[src/rtl/cam_cfg_pkg.sv]
// cam_cfg_pkg: shared FSM states, ROM marker defaults and delay sizing for the camera init sequencer.
package cam_cfg_pkg;
    typedef enum logic [2:0] {
        IDLE, FETCH, DECODE, ISSUE, WAIT_BUSY, WAIT_DONE, DELAY, FINISH
    } cam_state_e;
    localparam logic [15:0] END_MARK_DEF   = 16'hFFFF;
    localparam logic [15:0] DELAY_MARK_DEF = 16'hFFF0;
    function automatic int delay_cycles(input int clk_freq, input int delay_ms);
        return clk_freq / 1000 * delay_ms;
    endfunction
endpackage

[src/rtl/cam_cfg_delay_timer.sv]
// cam_cfg_delay_timer: loadable down-counter with zero flag, saturating at zero.
module cam_cfg_delay_timer #(
    parameter int W = 16
) (
    input  logic         clk,
    input  logic         rst,
    input  logic         load_i,
    input  logic         dec_i,
    input  logic [W-1:0] val_i,
    output logic         zero_o
);
    logic [W-1:0] cnt_q;
    always_ff @(posedge clk) begin
        if (rst) cnt_q <= '0;
        else if (load_i) cnt_q <= val_i;
        else if (dec_i && cnt_q != '0) cnt_q <= cnt_q - 1'b1;
    end
    assign zero_o = cnt_q == '0;
endmodule

[src/rtl/cam_config_ctrl.sv]
// cam_config_ctrl: walks the camera init ROM and issues SCCB register writes, honouring end/delay markers.
// Define CAM_CFG_RETRY_EN to retry NACKed writes up to MAX_RETRY times before flagging err.
module cam_config_ctrl import cam_cfg_pkg::*; #(
    parameter int          CLK_FREQ   = 50_000_000,
    parameter int          DELAY_MS   = 10,
    parameter logic [15:0] END_MARK   = END_MARK_DEF,
    parameter logic [15:0] DELAY_MARK = DELAY_MARK_DEF
`ifdef CAM_CFG_RETRY_EN
    , parameter int        MAX_RETRY  = 3
`endif
) (
    input  logic        clk,
    input  logic        rst,
    input  logic        start,
    output logic [7:0]  rom_addr,
    input  logic [15:0] rom_data,
    input  logic        sccb_ready,
    output logic        sccb_start,
    output logic [7:0]  sccb_reg,
    output logic [7:0]  sccb_val,
    input  logic        sccb_nack,
    output logic        busy,
    output logic        done,
    output logic        err
);
    localparam int DELAY_CYCLES = delay_cycles(CLK_FREQ, DELAY_MS);
    localparam int CW = $clog2(DELAY_CYCLES + 1);

    cam_state_e state_q, state_d;
    logic [7:0] addr_q, addr_d, reg_q, reg_d, val_q, val_d;
    logic       start_q, start_d, busy_q, busy_d, done_q, done_d, err_q, err_d;
    logic       load, adv, zero;
`ifdef CAM_CFG_RETRY_EN
    localparam int RW = $clog2(MAX_RETRY + 2);
    logic [RW-1:0] retry_q, retry_d;
`endif

    cam_cfg_delay_timer #(.W(CW)) u_timer (
        .clk    (clk),
        .rst    (rst),
        .load_i (load),
        .dec_i  (state_q == DELAY),
        .val_i  (CW'(DELAY_CYCLES - 1)),
        .zero_o (zero)
    );

    always_comb begin
        state_d = state_q;
        addr_d  = addr_q;
        reg_d   = reg_q;
        val_d   = val_q;
        start_d = 1'b0;
        busy_d  = busy_q;
        done_d  = done_q;
        err_d   = err_q;
        load    = 1'b0;
        adv     = 1'b0;
`ifdef CAM_CFG_RETRY_EN
        retry_d = retry_q;
`endif
        case (state_q)
            IDLE: if (start) begin
                addr_d  = '0;
                busy_d  = 1'b1;
                done_d  = 1'b0;
                err_d   = 1'b0;
                state_d = FETCH;
            end
            FETCH: state_d = DECODE;
            DECODE: begin
`ifdef CAM_CFG_RETRY_EN
                retry_d = '0;
`endif
                if (rom_data == END_MARK) state_d = FINISH;
                else if (rom_data == DELAY_MARK) begin
                    load    = 1'b1;
                    state_d = DELAY;
                end else begin
                    reg_d   = rom_data[15:8];
                    val_d   = rom_data[7:0];
                    state_d = ISSUE;
                end
            end
            ISSUE: if (sccb_ready) begin
                start_d = 1'b1;
                state_d = WAIT_BUSY;
            end
            WAIT_BUSY: if (!sccb_ready) state_d = WAIT_DONE;
            WAIT_DONE: if (sccb_ready) begin
`ifdef CAM_CFG_RETRY_EN
                if (sccb_nack && retry_q < RW'(MAX_RETRY)) begin
                    retry_d = retry_q + 1'b1;
                    state_d = ISSUE;
                end else begin
                    err_d = err_q | sccb_nack;
                    adv   = 1'b1;
                end
`else
                err_d = err_q | sccb_nack;
                adv   = 1'b1;
`endif
            end
            DELAY: adv = zero;
            FINISH: begin
                busy_d  = 1'b0;
                done_d  = 1'b1;
                state_d = IDLE;
            end
            default: state_d = IDLE;
        endcase
        // Last ROM slot finishes instead of wrapping back to entry 0
        if (adv) begin
            state_d = addr_q == 8'hFF ? FINISH : FETCH;
            addr_d  = addr_q == 8'hFF ? addr_q : addr_q + 1'b1;
        end
    end

    always_ff @(posedge clk) begin
        if (rst) begin
            state_q <= IDLE;
            addr_q  <= '0;
            reg_q   <= '0;
            val_q   <= '0;
            start_q <= 1'b0;
            busy_q  <= 1'b0;
            done_q  <= 1'b0;
            err_q   <= 1'b0;
        end else begin
            state_q <= state_d;
            addr_q  <= addr_d;
            reg_q   <= reg_d;
            val_q   <= val_d;
            start_q <= start_d;
            busy_q  <= busy_d;
            done_q  <= done_d;
            err_q   <= err_d;
        end
    end

`ifdef CAM_CFG_RETRY_EN
    always_ff @(posedge clk) begin
        if (rst) retry_q <= '0;
        else retry_q <= retry_d;
    end
`endif

    assign rom_addr   = addr_q;
    assign sccb_start = start_q;
    assign sccb_reg   = reg_q;
    assign sccb_val   = val_q;
    assign busy       = busy_q;
    assign done       = done_q;
    assign err        = err_q;
endmodule

[config.mk]
export PLATFORM = sky130hd
export DESIGN_NAME = cam_config_ctrl
export DESIGN_NICKNAME = d
export VERILOG_FILES = /design/src/rtl/cam_cfg_pkg.sv /design/src/rtl/cam_cfg_delay_timer.sv /design/src/rtl/cam_config_ctrl.sv
export SDC_FILE = /design/constraint.sdc
export NUM_CORES = 1
export LEC_CHECK = 0
export ABC_AREA = 1
export BUFFER_PORTS_ARGS = -buffer_cell sky130_fd_sc_hd__buf_4
export CORE_MARGIN = 1
export CORE_UTILIZATION = 47
export DETAILED_ROUTE_END_ITERATION = 10
export PLACE_DENSITY_LB_ADDON = 0.08
export SLEW_MARGIN = 20
export SYNTH_ARGS = -nofsm -noshare
export SYNTH_HDL_FRONTEND = slang
export SYNTH_HIERARCHICAL = 1
export SYNTH_SLANG_ARGS = --single-unit
[constraint.sdc]
create_clock -name clk -period 3.1 [get_ports clk]
set_clock_uncertainty 0.05 [all_clocks]
set_input_delay 0.465 -clock clk [delete_from_list [all_inputs] [get_ports clk]]
set_output_delay 0.465 -clock clk [all_outputs]
set_load 0.05 [all_outputs]
==> results.sh <==
export IMPL_status="complete, no violations"
export IMPL_r2r_start="u_timer/cnt_q[0]"
export IMPL_grt_use_total=0.231
export IMPL_dp_cells=594
export IMPL_cp_depth=13
export IMPL_firstDrtPassIters=5
export IMPL_critical_path_required_ps=3260
export IMPL_ys_seq_area_frac=0.343
export IMPL_top_register="u_timer/cnt_q"
export IMPL_max_freq_ghz=0.402
export IMPL_timing_reg2reg_setup_slack_ps=610
export IMPL_finalCritPeriodShare=0.803
export IMPL_tightest_slew_ps=504
export IMPL_ys_types=36
export IMPL_cts_root_buffer="clkbuf_8"
export IMPL_drc=0
export IMPL_gp_congestion=0.832
export IMPL_die_height_microns=80.7
export IMPL_powerDensity_mw_per_mm2=585
export IMPL_layout_cells_most_common="nand2_1"
export IMPL_ys_seq_elements=50
export IMPL_p_leak_nw=1.65
export IMPL_synth_async_reset_ratio=0
export IMPL_io_pin_count=49
export IMPL_vias=2917
export IMPL_antenna_found_initial=0
export IMPL_num_rows=28
export IMPL_drv_slew=0
export IMPL_portBuffers=48
export IMPL_cts_resized=0
export IMPL_clk_latency_ps=310
export IMPL_grt_pass1_vias=2678
export IMPL_finalHoldViolations=0
export IMPL_antennaDiodeCount=0
export IMPL_cp_arrival_ps=2650
export IMPL_drt_total_wl_microns=6940
export IMPL_rsz0062_at_grt="false"
export IMPL_cp_top_family="simple AND/OR/NAND/NOR gates"
export IMPL_startpoint_type="flip-flop"
export IMPL_avgSynthCellArea_sq_um=6.27
export IMPL_finalNonFillerCells=602
export IMPL_drive_gt1_frac=0.169
export IMPL_critical_path_peak_fanout=9
export IMPL_largest_reg_flops=19
export IMPL_grt_max_degree=25
export IMPL_grt_ovfl_total=0
export IMPL_synth_main_ff_cell="dfxtp_1"
export IMPL_ys_warn_count=6
export IMPL_cts_buffer_depth=2
export IMPL_grt_pass1_wl_microns=11700
export IMPL_initial_core_util=0.489
export IMPL_drtIter0Drc=134
export IMPL_area_growth_syn_to_layout_pct=19.0
export IMPL_die_area_sq_mm=0.00652
export IMPL_maxSlewHeadroom=0.664
export IMPL_cap_violations=0
export IMPL_numCtsBuffers=5
export IMPL_dp_hpwl_microns=5080
export IMPL_worstRegToRegCells=13
export IMPL_max_vdd_ir_drop_mv=0.358
export IMPL_synth_edf_count=0
export IMPL_cp_startpoint="u_timer/cnt_q[0]"
export IMPL_synth_cells=465
export IMPL_crit_slowest_cell="dfxtp_1"
export IMPL_cts_hold_buf=0
export IMPL_worst_setup_path_type="flip-flop to flip-flop"
export IMPL_wl_per_cell_microns=11.5
export IMPL_clock_sinks=50
export IMPL_cts_htree_levels=2
export IMPL_worstReg2RegEnd="rom_addr[6]"
export IMPL_die_w_microns=80.7
export IMPL_synthesis_area_sq_mm=0.00291
export IMPL_post_cts_buffers=0
export IMPL_cp_cell_sequence="inv_1 -> ha_1 -> nand2_2 -> nor2_4 -> nand2_1 -> nor4_1 -> nand4_1 -> nand2_4 -> nand2_2 -> nand2_4 -> inv_2 -> nor2_1 -> nor3_2"
export IMPL_critPathCaptureType="flip-flop"
export IMPL_critPathMaxStageDelay_ps=340
export IMPL_final_cell_mix="nand2_1 (134), nor2_1 (91), dfxtp_1 (50), buf_4 (50), nand3_1 (34)"
export IMPL_core_area_sq_mm=0.00596
export IMPL_holdCritPathClass="primary input to flip-flop"
export IMPL_cts_clk_slew_worst_paths_ps=100
export IMPL_viasPerCell=4.85
export IMPL_cts_tree="built"
export IMPL_timing_critical_path_buf_inv=2
export IMPL_worstSetupEndpoint="rom_addr[6]"
export IMPL_setup_viol=0
export IMPL_antenna_left=0
export IMPL_nNetsFinal=549
export IMPL_finalCriticalPeriod_ps=2490
export IMPL_final_setup_tns_ps=0
## cell type report
class,count,area [sq um]
flip-flops and latches,50,1000
well taps,75,93.8
fillers,626,2490
clock buffers,7,86.3
repair buffers,50,375
clock inverters,1,5.00
inverters,42,163
multi-input cells,377,1740
## metrics by stage
| stage | hold slack (ps) | power (mW) | cell area, sq um | setup slack [ps] | util |
|---|---|---|---|---|---|
| 2_1_floorplan | 425 | 1.44 | 2980 | 1040 | - |
| 3_3_place_gp | 397 | 1.63 | 3380 | 672 | 0.567 |
| 3_5_place_dp | 397 | 1.64 | 3380 | 613 | 0.567 |
| 4_1_cts | 358 | 2.05 | 3470 | 590 | 0.582 |
| 5_1_grt | 383 | 2.15 | 3470 | 377 | 0.582 |
| 6_report | 368 | 2.03 | 3470 | 609 | 0.582 |
## worst reg2reg max path: cells and delay by family, from the launching register on
kind | cells | cell delay, ps
simple gates | 10 | 1410
flops | 1 | 340
fa+ha+maj | 1 | 340
buf+inv | 2 | 260
## cells by family after synthesis
| family | synth area share |
|---|---|
| simple gates | 0.432 |
| compound gates | 0.107 |
| buf+inv | 0.0820 |
| flops | 0.343 |
| xor+xnor | 0.0210 |
| fa+ha+maj | 0.00859 |
| other cells | 0.00258 |
| mux | 0.00344 |
## synthesized netlist by cell type, types with 2 or more instances
library cell	instances	area share
a21oi_1	21	0.036
a21oi_2	6	0.018
buf_2	4	0.0069
clkbuf_1	6	0.0077
clkinv_1	2	0.0026
conb_1	2	0.0026
dfxtp_1	50	0.34
ha_1	2	0.0086
inv_1	32	0.041
inv_2	7	0.0090
nand2_1	134	0.17
nand2_2	4	0.0086
nand2_4	4	0.015
nand3_1	34	0.058
nand3b_1	2	0.0052
nand4_1	7	0.015
nor2_1	91	0.12
nor2_2	3	0.0064
nor3_1	7	0.012
o21ai_0	26	0.045
xor2_1	6	0.018
## routing by layer
metal | GRT usage | wire length [microns] | share of wire | vias up
met5 | 0 | 0 | 0 | -
met4 | 0.0768 | 85 | 0.012 | 0
met3 | 0.0371 | 230 | 0.033 | 6
met2 | 0.418 | 3410 | 0.49 | 40
met1 | 0.277 | 3210 | 0.46 | 1288
li1 | - | - | - | 1583
## where the power goes
group	total [mW]	internal [mW]	switching (mW)
Clock	0.403	0.181	0.222
Combinational	0.814	0.246	0.568
Sequential	0.810	0.734	0.0759
Total	2.03	1.16	0.866
## worst min-delay path by stage
stage                                 from               end  cells after the start
final                         rom_data[12]       sccb_reg[4]                      3
after global routing             sccb_nack               err                      3
after CTS                     rom_data[12]       sccb_reg[4]                      3
after detailed placement               err               err                      2
after global placement                 err               err                      2
after floorplan           u_timer/cnt_q[7]  u_timer/cnt_q[7]                      2
(Power assumes the default switching activity.)
